$ cat config.mk
export PLATFORM = sky130hd
export DESIGN_NAME = rep_string_sequencer
export DESIGN_NICKNAME = d
export VERILOG_FILES = /design/src/rtl/rep_string_sequencer_pkg.sv /design/src/rtl/rep_count_reg.sv /design/src/rtl/rep_string_sequencer.sv
export SDC_FILE = /design/constraint.sdc
export NUM_CORES = 1
export LEC_CHECK = 0
export CORE_UTILIZATION = 50
export DETAILED_ROUTE_END_ITERATION = 10
export PLACE_DENSITY = 0.81
export SETUP_SLACK_MARGIN = 0.4
export SLEW_MARGIN = 20
export SYNTH_ARGS = -nofsm -noshare
export SYNTH_HDL_FRONTEND = slang
export SYNTH_SLANG_ARGS = --single-unit
export TNS_END_PERCENT = 100
$ cat constraint.sdc
create_clock -name clk -period 6.8 [get_ports clk]
set_input_delay 1.36 -clock clk [delete_from_list [all_inputs] [get_ports clk]]
set_output_delay 1.36 -clock clk [all_outputs]
set_load 0.03 [all_outputs]
$ cat src/rtl/rep_string_sequencer_pkg.sv
// rtl/rep_string_sequencer_pkg.sv - state and rep-mode encodings for the string-instruction sequencer
`ifndef REP_SEQ_DEFS
`define REP_SEQ_DEFS
`define REP_NONE    2'b00
`define REP_E       2'b01
`define REP_NE      2'b10
`define ST_IDLE     3'd0
`define ST_CHECK    3'd1
`define ST_ISSUE1   3'd2
`define ST_ISSUE2   3'd3
`define ST_WAIT_ZF  3'd4
`define ST_ITER_END 3'd5
`define ST_DONE     3'd6
`endif

package rep_string_sequencer_pkg;

  typedef enum logic [2:0] {
    S_IDLE     = `ST_IDLE,
    S_CHECK    = `ST_CHECK,
    S_ISSUE1   = `ST_ISSUE1,
    S_ISSUE2   = `ST_ISSUE2,
    S_WAIT_ZF  = `ST_WAIT_ZF,
    S_ITER_END = `ST_ITER_END,
    S_DONE     = `ST_DONE
  } state_e;

  typedef enum logic [1:0] {
    REP_NONE = `REP_NONE,
    REP_E    = `REP_E,
    REP_NE   = `REP_NE
  } rep_mode_e;

  // The reserved encoding 2'b11 behaves as an unprefixed instruction.
  function automatic rep_mode_e norm_mode(input logic [1:0] m);
    case (m)
      `REP_E:  return REP_E;
      `REP_NE: return REP_NE;
      default: return REP_NONE;
    endcase
  endfunction

endpackage

$ cat src/rtl/rep_count_reg.sv
// rtl/rep_count_reg.sv - loadable ECX decrementer with one/zero flags
module rep_count_reg #(
  parameter int CNT_W = 32
) (
  input  logic             clk,
  input  logic             rst,
  input  logic             load,
  input  logic [CNT_W-1:0] load_val,
  input  logic             dec,
  output logic [CNT_W-1:0] cnt,
  output logic [CNT_W-1:0] cnt_m1,
  output logic             is_one,
  output logic             is_zero
);

  logic [CNT_W-1:0] cnt_q, cnt_d;

  assign cnt_m1  = cnt_q - CNT_W'(1);
  assign is_one  = (cnt_q == CNT_W'(1));
  assign is_zero = (cnt_q == '0);
  assign cnt     = cnt_q;

  always_comb begin
    cnt_d = cnt_q;
    if (load)     cnt_d = load_val;
    else if (dec) cnt_d = cnt_m1;
  end

  always_ff @(posedge clk or posedge rst) begin
    if (rst) cnt_q <= '0;
    else     cnt_q <= cnt_d;
  end

endmodule

$ cat src/rtl/rep_string_sequencer.sv
// rtl/rep_string_sequencer.sv - expands CMPS/REP string instructions into per-iteration uops for EX
// Optional REP_SEQ_PERF_CNT_EN builds a saturating completed-iteration counter on perf_iter.
module rep_string_sequencer
  import rep_string_sequencer_pkg::*;
#(
  parameter int CNT_W = 32
) (
  input  logic             clk,
  input  logic             rst,
  input  logic             de_v,
  output logic             de_ready,
  input  logic             de_is_cmps,
  input  logic [1:0]       de_rep_mode,
  input  logic [CNT_W-1:0] de_count,
  input  logic             ex_ready,
  output logic             uop_v,
  output logic             uop_cmps_first,
  output logic             uop_cmps_second,
  output logic             uop_first_of_repne,
  output logic             uop_last,
  output logic [CNT_W-1:0] uop_count,
  input  logic             wb_v,
  input  logic             wb_zf,
  input  logic             flush,
  output logic             busy,
  output logic             done,
  output logic [31:0]      perf_iter
);

  state_e           state_q, state_d;
  rep_mode_e        mode_q, mode_d;
  logic             is_cmps_q, is_cmps_d;
  logic             zf_q, zf_d;
  logic             first_q, first_d;
  logic             uop_v_q, uop_v_d;
  logic             cfirst_q, cfirst_d;
  logic             csecond_q, csecond_d;
  logic             repne_q, repne_d;
  logic             last_q, last_d;
  logic [CNT_W-1:0] ucount_q, ucount_d;
  logic             busy_q, busy_d;
  logic             done_q, done_d;
  logic             ready_q, ready_d;

  logic             cnt_load, cnt_dec, cnt_is_one, cnt_is_zero;
  logic [CNT_W-1:0] cnt, cnt_m1;
  logic             xfer, rep_active, issue1, issue2, iter_tail;

  rep_count_reg #(.CNT_W(CNT_W)) u_count (
    .clk      (clk),
    .rst      (rst),
    .load     (cnt_load),
    .load_val (de_count),
    .dec      (cnt_dec),
    .cnt      (cnt),
    .cnt_m1   (cnt_m1),
    .is_one   (cnt_is_one),
    .is_zero  (cnt_is_zero)
  );

  assign xfer       = uop_v_q && ex_ready;
  assign rep_active = (mode_q != REP_NONE);

  always_comb begin
    state_d   = state_q;
    mode_d    = mode_q;
    is_cmps_d = is_cmps_q;
    zf_d      = zf_q;
    first_d   = first_q;
    cnt_load  = 1'b0;
    cnt_dec   = 1'b0;
    if (flush && state_q != S_IDLE) begin
      state_d = S_IDLE;
    end else begin
      case (state_q)
        S_IDLE: if (de_v && ready_q) begin
          cnt_load  = 1'b1;
          is_cmps_d = de_is_cmps;
          mode_d    = norm_mode(de_rep_mode);
          first_d   = 1'b1;
          state_d   = S_CHECK;
        end
        S_CHECK: state_d = (rep_active && cnt_is_zero) ? S_DONE : S_ISSUE1;
        S_ISSUE1: if (xfer) begin
          if (is_cmps_q) begin
            state_d = S_ISSUE2;
          end else begin
            cnt_dec = rep_active;
            state_d = S_ITER_END;
          end
        end
        S_ISSUE2: if (xfer) begin
          cnt_dec = rep_active;
          state_d = rep_active ? S_WAIT_ZF : S_ITER_END;
        end
        S_WAIT_ZF: if (wb_v) begin
          zf_d    = wb_zf;
          state_d = S_ITER_END;
        end
        S_ITER_END: begin
          first_d = 1'b0;
          if (!rep_active || cnt_is_zero ||
              (is_cmps_q && mode_q == REP_E && !zf_q) ||
              (is_cmps_q && mode_q == REP_NE && zf_q))
            state_d = S_DONE;
          else
            state_d = S_ISSUE1;
        end
        S_DONE:  state_d = S_IDLE;
        default: state_d = S_IDLE;
      endcase
    end
  end

  // Outputs are registered from the next state; the count never moves while
  // entering or holding an issue state, so the current count image is exact.
  always_comb begin
    issue1    = (state_d == S_ISSUE1);
    issue2    = (state_d == S_ISSUE2);
    iter_tail = issue2 || (issue1 && !is_cmps_q);
    uop_v_d   = issue1 || issue2;
    cfirst_d  = issue1 && is_cmps_q;
    csecond_d = issue2;
    repne_d   = issue1 && (mode_q == REP_NE) && first_d;
    last_d    = iter_tail && (!rep_active || cnt_is_one);
    ucount_d  = !uop_v_d ? '0 : (iter_tail && rep_active) ? cnt_m1 : cnt;
    busy_d    = (state_d != S_IDLE);
    done_d    = (state_d == S_DONE);
    ready_d   = (state_d == S_IDLE);
  end

  always_ff @(posedge clk or posedge rst) begin
    if (rst) begin
      state_q   <= S_IDLE;
      mode_q    <= REP_NONE;
      is_cmps_q <= 1'b0;
      zf_q      <= 1'b0;
      first_q   <= 1'b0;
      uop_v_q   <= 1'b0;
      cfirst_q  <= 1'b0;
      csecond_q <= 1'b0;
      repne_q   <= 1'b0;
      last_q    <= 1'b0;
      ucount_q  <= '0;
      busy_q    <= 1'b0;
      done_q    <= 1'b0;
      ready_q   <= 1'b1;
    end else begin
      state_q   <= state_d;
      mode_q    <= mode_d;
      is_cmps_q <= is_cmps_d;
      zf_q      <= zf_d;
      first_q   <= first_d;
      uop_v_q   <= uop_v_d;
      cfirst_q  <= cfirst_d;
      csecond_q <= csecond_d;
      repne_q   <= repne_d;
      last_q    <= last_d;
      ucount_q  <= ucount_d;
      busy_q    <= busy_d;
      done_q    <= done_d;
      ready_q   <= ready_d;
    end
  end

  assign de_ready           = ready_q;
  assign uop_v              = uop_v_q;
  assign uop_cmps_first     = cfirst_q;
  assign uop_cmps_second    = csecond_q;
  assign uop_first_of_repne = repne_q;
  assign uop_last           = last_q;
  assign uop_count          = ucount_q;
  assign busy               = busy_q;
  assign done               = done_q;

`ifdef REP_SEQ_PERF_CNT_EN
  logic [31:0] perf_q, perf_d;

  always_comb begin
    perf_d = perf_q;
    if (state_q == S_ITER_END && perf_q != 32'hFFFF_FFFF) perf_d = perf_q + 32'd1;
  end

  always_ff @(posedge clk or posedge rst) begin
    if (rst) perf_q <= '0;
    else     perf_q <= perf_d;
  end

  assign perf_iter = perf_q;
`else
  assign perf_iter = '0;
`endif

endmodule

==> flow_summary.json, run 1 <==
{
  "cp_top_family": "compound AO/OA/AOI/OAI gates",
  "grt_start_max_net_pins": 81,
  "ys_ff_latch": 80,
  "slowest_delay_ns": 0.88,
  "clk_pin_slew_ns": 0.08,
  "hold_path_class": "flip-flop to flip-flop",
  "vias": 4250,
  "h-tree-depth": 3,
  "worst_r2r_startpoint": "u_count.cnt[0]",
  "max_slew_margin_pct": 34.6,
  "ys_seq_area_share_pct": 43.0,
  "clock_sinks": 80,
  "ys.warnings.count": 0,
  "holdWs_ns": 0.551,
  "grt_pass1_vias": 3898,
  "drive_above_1_share_pct": 8.80,
  "gp_congestion": 0.913,
  "pin_count": 114,
  "cp-end-kind": "flip-flop",
  "cts_tree": "built",
  "synth_top_area_share_pct": 42.5,
  "cpMaxStageDelayCell": "a21oi_1",
  "cts-hold-fix-buffers": 0,
  "final_common_cell": "clkdlybuf4s50_1",
  "cp.arrival_ns": 3.60,
  "fin_crit_sh_pct": 49.8,
  "cts_setup_buffers": 0,
  "period_minus_slack_ns": 3.38,
  "grt_pass1_wl_mm": 19.8,
  "area_growth_pct": 20.4,
  "setup_viol": 0,
  "track_usage_pct": 26.1,
  "synth.area.top_cells": "dfrtp_1 (42%), buf_4 (5.8%), a21oi_1 (3.5%), nor2_1 (3.4%), a221o_1 (2.8%)",
  "die_h_um": 98.5,
  "max_freq_mhz": 295,
  "netlist_instances": 499,
  "crit_type": "input pin to flip-flop",
  "cp_data_required_time_ns": 7.01,
  "placed_cell_area_um2": 5380,
  "min_to": "zf_q",
  "post_cts_resized": 0,
  "worstSkewPairLatency_ns": 0.36,
  "n_antenna_cell": 0,
  "max-cap-violations": 0,
  "antenna_left": 0,
  "fin_util_pct": 63.3,
  "fillers": 746,
  "ys.flop_type": "dfrtp_1",
  "power_density_nw_per_um2": 422,
  "synth_cell_types": 65,
  "status": "finished with violations",
  "vias_per_cell": 6.29,
  "cts-root-buf": "clkbuf_8",
  "crit_top_cell": "a21oi_1",
  "violations": "design-rule violations",
  "initial_core_util_pct": 52.6,
  "cts_buffer_depth": 2,
  "syn_avg_cell_area_um2": 9.33,
  "rows": 34,
  "die_w_um": 98.5,
  "die_area_um2": 9700,
  "path_max_fanout": 9,
  "timing.rr.end": "uop_count[20]",
  "leakage_nw": 2.21,
  "syn_area_um2": 4650,
  "setup_tns_ns": 0,
  "slew_viol_final": 0,
  "rsz0062_at_grt": "false",
  "reg2reg_slack_ns": 3.44,
  "portBuffers": 81,
  "final_area_um2": 5600,
  "synth_edf_count": 0,
  "drc": 3,
  "tightest_slew_ns": 0.982,
  "numCtsBuffers": 9,
  "path_cells": "clkdlybuf4s50_1 > and3b_1 > o21ai_1 > a21oi_1 > a21bo_2 > a21oi_1",
  "synth_area_leader_cell": "dfrtp_1",
  "ys_async_sr_fraction_pct": 100,
  "crit_buf_inv": 1,
  "antenna_found_initial": 0,
  "drtIter0Drc": 481,
  "power_mw": 2.37,
  "whs_path_depth": 1,
  "hold_viol": 0,
  "hold_start": "zf_q",
  "clock_skew_ns": 0.00954,
  "drt-total-wl_mm": 12.1,
  "routedWlPerCell_um": 17.9,
  "r2r_cells": 7,
  "start_kind": "input pin",
  "dr.pass1.iters": 10,
  "ir_drop_mv": 0.153,
  "overflow": 0,
  "final_cell_mix": "clkdlybuf4s50_1 (81), dfrtp_1 (79), nor2_1 (41), a21oi_1 (33)",
  "coreArea_um2": 8850,
  "fin_nets": 608,
  "hpwl_mm": 8.27
}
-- cell type report --
| class | instances | area (um2) | area share [%] |
|---|---|---|---|
| Tap cell | 108 | 135 | 2.41 |
| Clock inverter | 4 | 76.3 | 1.36 |
| Clock buffer | 12 | 145 | 2.59 |
| Inverter | 11 | 42.5 | 0.759 |
| Timing Repair Buffer | 86 | 852 | 15.2 |
| Multi-Input combinational cell | 375 | 2350 | 41.9 |
| Sequential cell | 80 | 2000 | 35.7 |
-- registers in the layout, indices dropped and copies added (netlist names) --
register            cells
u_count.cnt            32
done                    1
uop_cmps_first          1
uop_first_of_repne      1
is_cmps_q               1
uop_count              32
zf_q                    1
busy                    1
uop_cmps_second         1
de_ready                1
state_q                 3
uop_v                   1
mode_q                  2
uop_last                1
first_q                 1
-- cell usage after synthesis (all sizes together) (3+ instances only) --
| cell type | n |
|---|---|
| dfrtp | 79 |
| nor2 | 43 |
| buf | 40 |
| a21oi | 33 |
| nand2 | 32 |
| clkbuf | 24 |
| o21ai | 22 |
| nor3 | 19 |
| nand3 | 15 |
| or4 | 14 |
| a221o | 13 |
| o31ai | 12 |
| inv | 11 |
| nand3b | 11 |
| nor4 | 11 |
| or3 | 11 |
| nand4 | 9 |
| o21a | 8 |
| or2 | 8 |
| xnor2 | 8 |
| o311ai | 7 |
| a21o | 6 |
| a211oi | 5 |
| nand2b | 5 |
| a21bo | 4 |
| a31oi | 4 |
| nor3b | 4 |
| o211ai | 4 |
| a32oi | 3 |
| ha | 3 |
-- worst max path at each step --
stage / startpoint / endpoint / slack (ns) / cells after the start
after floorplan: rst / busy / 3.39 / 1
after global placement: ex_ready / uop_count[11] / 3.13 / 6
after detailed placement: ex_ready / uop_count[11] / 3.10 / 6
after CTS: ex_ready / uop_count[11] / 3.49 / 6
after global routing: ex_ready / uop_count[1] / 3.25 / 6
final: ex_ready / uop_count[11] / 3.42 / 6
-- worst reg2reg max path: cells and delay by family, from the launching register on --
kind / cells / cell delay [ns]
DFF: 1 / 0.47
buffers and inverters: 1 / 0.16
and+or+nand+nor: 3 / 1.37
adders and majority gates: 1 / 0.26
AOI/OAI and AO/OA: 2 / 1.02
-- report_power, final --
group / total, mW / switching (mW) / internal [mW]
clock: 0.397 / 0.179 / 0.219
combinational: 1.11 / 0.679 / 0.430
sequential: 0.860 / 0.211 / 0.649
-- kinds of logic (layout without fill, tap and decap cells) --
| family | count (synthesis) | in the layout | synth area share [%] |
|---|---|---|---|
| multiplexers | 2 | 2 | 0.457 |
| XOR/XNOR | 9 | 9 | 1.69 |
| buffers and inverters | 75 | 113 | 9.03 |
| AO/OA/AOI/OAI | 140 | 140 | 22.0 |
| flip-flops | 80 | 80 | 43.0 |
| other | 1 | 32 | 0.0806 |
| adder cells (fa/ha/maj) | 3 | 3 | 0.807 |
| AND/OR/NAND/NOR | 189 | 189 | 22.8 |
-- routing by layer --
metal | track usage (%) | wire length [um]
met1 | 37.1 | 5160
met2 | 40.5 | 5640
met4 | 9.76 | 236
met3 | 4.11 | 1050
met5 | 0 | 0
-- through the flow --
step | cells | worst slack [ns]
CTS | 676 | 3.49
global placement | 660 | 3.13
finish | 676 | 3.42
global route | 676 | 3.25
detailed placement | 660 | 3.10
floorplan | 530 | 3.39
(Power assumes the default switching activity.)
==> run 2, diff against run 1 <==
clock period = 3.16 ns   (was 6.8 ns; I/O delays follow)
==> run 2 against run 1 <==
The run still ends with design-rule violations left. Power increased by 120%. Hold slack got worse by 0.048 ns. Clock-buffer cell count is the same.
==> flow_summary.json, run 2 (same netlist as run 1, synthesis figures left out) <==
{
  "status": "finished with violations",
  "violations": "design-rule violations",
  "pin_count": 114,
  "worstSkewPairLatency_ns": 0.36,
  "crit_buf_inv": 1,
  "overflow": 0,
  "cts-hold-fix-buffers": 0,
  "met3WireLength_mm": 1.09,
  "max-cap-violations": 0,
  "clk_pin_slew_ns": 0.09,
  "period_minus_slack_ns": 2.61,
  "drt-total-wl_mm": 12.5,
  "vias_per_cell": 6.23,
  "final_cell_mix": "clkdlybuf4s50_1 (81), dfrtp_1 (79), nor2_1 (41), a21oi_1 (33), conb_1 (32)",
  "die_area_um2": 9700,
  "initial_core_util_pct": 52.6,
  "hold_viol": 0,
  "crit_type": "flip-flop to flip-flop",
  "die_w_um": 98.5,
  "top_layer": "met4",
  "slew_viol_final": 0,
  "drtIter0Drc": 404,
  "drive_above_1_share_pct": 12.7,
  "area_growth_pct": 24.7,
  "track_usage_pct": 27.0,
  "routedWlPerCell_um": 17.9,
  "die_h_um": 98.5,
  "grt_pass1_vias": 4171,
  "dr.pass1.iters": 10,
  "final_common_cell": "clkdlybuf4s50_1",
  "cpMaxStageDelayCell": "or4_1",
  "cts_setup_buffers": 0,
  "leakage_nw": 2.35,
  "switching_power_mw": 2.36,
  "path_cells": "or4_1 > or4_4 > nor4_4 > or3_4 > buf_4 > nor2_1",
  "fillers": 751,
  "seqPwrFrac_pct": 35.2,
  "max_freq_mhz": 383,
  "cp_top_family": "simple AND/OR/NAND/NOR gates",
  "n_antenna_cell": 0,
  "ir_drop_mv": 0.387,
  "tightest_slew_ns": 0.875,
  "h-tree-depth": 3,
  "hpwl_mm": 9.03,
  "fin_crit_sh_pct": 82.7,
  "gp_congestion": 0.885,
  "cp-end-kind": "flip-flop",
  "power_mw": 5.26,
  "coreArea_um2": 8850,
  "power_density_nw_per_um2": 906,
  "cp_data_required_time_ns": 3.40,
  "rsz0062_at_grt": "false",
  "met1Wirelength_mm": 5.21,
  "slowest_delay_ns": 0.61,
  "wl_met2_mm": 5.80,
  "setup_tns_ns": 0,
  "p_clk_share_pct": 15.9,
  "fin_util_pct": 65.6,
  "grt_start_max_net_pins": 43,
  "post_cts_resized": 0,
  "antenna_left": 0,
  "switching_share_pct": 44.8,
  "vias": 4357,
  "max_slew_margin_pct": 41.3,
  "drc": 4,
  "antenna_found_initial": 0,
  "start_kind": "flip-flop",
  "path_max_fanout": 19,
  "hold_path_class": "input pin to async pin",
  "setup_viol": 0,
  "cts_buffer_depth": 2,
  "clock_sinks": 80,
  "rows": 34,
  "p_comb_share_pct": 48.9,
  "cts-root-buf": "clkbuf_8",
  "portBuffers": 81,
  "numCtsBuffers": 9,
  "cts_tree": "built",
  "internal_power_mw": 2.90,
  "fin_nets": 631,
  "clock_skew_ns": 0.0136,
  "cp.arrival_ns": 2.85,
  "grt_pass1_wl_mm": 20.6
}
==> run 2: per-layer routing <==
layer / track usage (%) / vias to the layer above
li1: - / 1969
met1: 38.2 / 2090
met2: 42.4 / 258
met3: 2.77 / 40
met4: 12.3 / 0
met5: 0 / -
==> run 2: power groups by stage <==
| stage | Clock (mW) | Sequential (mW) | Combinational [mW] |
|---|---|---|---|
| CTS | 0.835 | 1.84 | 2.53 |
| global placement | 0 | 1.82 | 2.45 |
| detailed placement | 0 | 1.85 | 2.52 |
| finish | 0.834 | 1.85 | 2.57 |
| global route | 0.880 | 1.91 | 2.78 |
| floorplan | 0 | 1.93 | 1.57 |
==> run 2: final timing paths <==
check / from / end / slack [ns] / depth (start not counted)
hold / removal: rst / uop_cmps_first / 0.50 / 2
min in group clk: first_q / first_q / 0.56 / 2
setup reg to reg: u_count.cnt[18] / uop_count[4] / 0.55 / 6
setup / recovery: u_count.cnt[18] / uop_count[4] / 0.55 / 6
hold reg to reg: first_q / first_q / 0.56 / 2
max in group asynchronous: rst / uop_count[9] / 2.02 / 3
==> run 2: cell type report <==
type                    instances  area (um2)  share of cell area [%]
clock buffers                  12         145                    2.50
clock inverters                 4        70.1                    1.21
inverters                      11        42.5                   0.733
multi-input cells             375        2360                    40.7
flip-flops and latches         80        2000                    34.5
well taps                     108         135                    2.33
repair buffers                109        1050                    18.0
==> run 2: through the flow <==
stage / hold slack [ns] / std cells / instance area, um2 / worst slack, ns
6_report: 0.503 / 699 / 5810 / 0.548
3_5_place_dp: 0.536 / 683 / 5580 / 0.271
5_1_grt: 0.529 / 699 / 5810 / 0.431
2_1_floorplan: 0.500 / 530 / 4770 / 0.478
3_3_place_gp: 0.524 / 683 / 5580 / 0.355
4_1_cts: 0.507 / 699 / 5790 / 0.426
==> run 3, diff against run 2 <==
CORE_UTILIZATION = 45   (was 50)
PLACE_DENSITY = 0.77   (was 0.81)
clock period = 2.4 ns   (was 3.16 ns; I/O delays follow)
==> run 3 against run 2 <==
The flow finishes with violations (negative setup slack). Combinational power increased by 110%. Core utilization increased by 7.2 points. Sequential power increased by 26%. First-iteration DRC count increased by 36%. Critical path type unchanged. Largest cell class unchanged.
==> flow_summary.json, run 3 (same netlist as run 1, synthesis figures left out) <==
{
  "max_slew_margin_pct": 65.3,
  "drtIter0Drc": 549,
  "reg2reg_slack_ns": -0.01,
  "dr.pass1.iters": 5,
  "rsz0062_at_grt": "true",
  "area_growth_pct": 55.0,
  "setup_viol": 1,
  "critical_path.endpoint": "uop_count[15]",
  "place_ws_ns": -0.0647,
  "r2r_cells": 7,
  "final_common_cell": "buf_4",
  "final-seq-area_um2": 2010,
  "grt_start_max_net_pins": 81,
  "switching_power_mw": 3.96,
  "hpwl_mm": 9.47,
  "p_comb_share_pct": 61.9,
  "final_cell_mix": "buf_4 (82), clkdlybuf4s50_1 (79), dfrtp_1 (73), conb_1 (32), nor2_1 (30)",
  "die_w_um": 104,
  "p_clk_share_pct": 11.0,
  "fillers": 646,
  "routedWlPerCell_um": 19.9,
  "timing.rr.end": "uop_count[15]",
  "status": "finished with violations",
  "switching_share_pct": 46.2,
  "n_antenna_cell": 0,
  "multi_input_area_um2": 2890,
  "fin_nets": 720,
  "worst_r2r_startpoint": "u_count.cnt[1]",
  "whs_path_depth": 2,
  "vias_per_cell": 6.13,
  "startpoint": "u_count.cnt[1]",
  "rows": 36,
  "leakage_nw": 2.99,
  "holdWs_ns": 0.530,
  "fin_ws_ns": -0.0123,
  "drt-total-wl_mm": 16.2,
  "worstSkewPairLatency_ns": 0.38,
  "met2_usage_pct": 43.3,
  "hold_path_class": "flip-flop to flip-flop",
  "fin_crit_sh_pct": 101,
  "power_density_nw_per_um2": 1190,
  "power_mw": 8.57,
  "grt_pass1_vias": 4658,
  "top_usage_layer": "met2",
  "coreArea_um2": 9910,
  "grtUsageMet3_pct": 4.97,
  "final_area_um2": 7210,
  "die_area_um2": 10800,
  "die_h_um": 104,
  "vias": 4987,
  "grt_pass1_wl_mm": 23.6,
  "cts_buffer_depth": 2,
  "tightest_slew_ns": 0.519,
  "cp-end-kind": "flip-flop",
  "period_minus_slack_ns": 2.41,
  "cp_data_required_time_ns": 2.71,
  "hold_viol": 0,
  "portBuffers": 81,
  "clock_skew_ns": 0.0130,
  "cts_tree": "built",
  "crit_type": "flip-flop to flip-flop",
  "clock_sinks": 80,
  "numCtsBuffers": 9,
  "ir_drop_mv": 0.501,
  "h-tree-depth": 3,
  "clk_pin_slew_ns": 0.09,
  "start_kind": "flip-flop",
  "max_freq_mhz": 415,
  "drive_above_1_share_pct": 35.9,
  "antenna_found_initial": 0,
  "initial_core_util_pct": 47.0,
  "violations": "negative setup slack",
  "slew_viol_final": 0,
  "seqPwrFrac_pct": 27.2,
  "cp.arrival_ns": 2.72,
  "met1_usage_pct": 37.0,
  "cts-root-buf": "clkbuf_8",
  "internal_power_mw": 4.61,
  "max-cap-violations": 0,
  "pin_count": 114,
  "drc": 0,
  "antenna_left": 0,
  "fin_util_pct": 72.8,
  "overflow": 0,
  "gp_congestion": 0.917,
  "track_usage_pct": 27.6,
  "placed_cell_area_um2": 6000,
  "path_max_fanout": 3
}
[run 3: worst min-delay path by stage]
stage              start   endpoint
2_1_floorplan    first_q    first_q
3_3_place_gp        zf_q       zf_q
3_5_place_dp        zf_q       zf_q
4_1_cts             zf_q       zf_q
5_1_grt        mode_q[0]  mode_q[0]
6_report       mode_q[0]  mode_q[0]
[run 3: power groups by stage]
stage / logic, mW / clock network [mW] / registers (mW)
after global routing: 5.60 / 1.01 / 2.39
after CTS: 4.47 / 0.941 / 2.25
after detailed placement: 3.94 / 0 / 2.27
after floorplan: 2.20 / 0 / 2.57
final: 5.30 / 0.939 / 2.33
after global placement: 3.83 / 0 / 2.25
[run 3: worst max-delay path, cell delays in order (launching register included)]
cell and delay [ns]:
dfrtp_1 0.41, buf_4 0.15, or4_4 0.58, nor3_4 0.31
buf_4 0.17, nand3b_1 0.16, or3_1 0.42, a21oi_2 0.15
[run 3: layout make-up]
class	instances	area share [%]
well taps	133	2.31
clock inverters	6	0.590
multi-input cells	375	40.0
inverters	11	0.728
flip-flops and latches	80	27.9
clock buffers	10	1.91
repair buffers	198	26.6
[run 3: through the flow]
| step | std cells | setup TNS, ns |
|---|---|---|
| global placement | 746 | 0 |
| finish | 813 | -0.0123 |
| detailed placement | 746 | -0.0740 |
| CTS | 789 | 0 |
| global route | 813 | -0.0329 |
| floorplan | 530 | 0 |
[run 3: layer usage]
layer / share of wire, % / routed length (um) / vias up
li1: - / - / 2149
met1: 38 / 6170 / 2394
met2: 48 / 7750 / 376
met3: 10 / 1620 / 68
met4: 3.8 / 619 / 0
met5: 0 / 0 / -
[run 3: timing repair]
action | 4_1_cts | 5_1_grt
pin swaps | 33 | 41
cloned | 1 | 1
endpoints found under the setup margin | 63 | 69
buffers inserted | 26 | 23
resized for setup | 50 | 92
hold buffers | 0 | 0
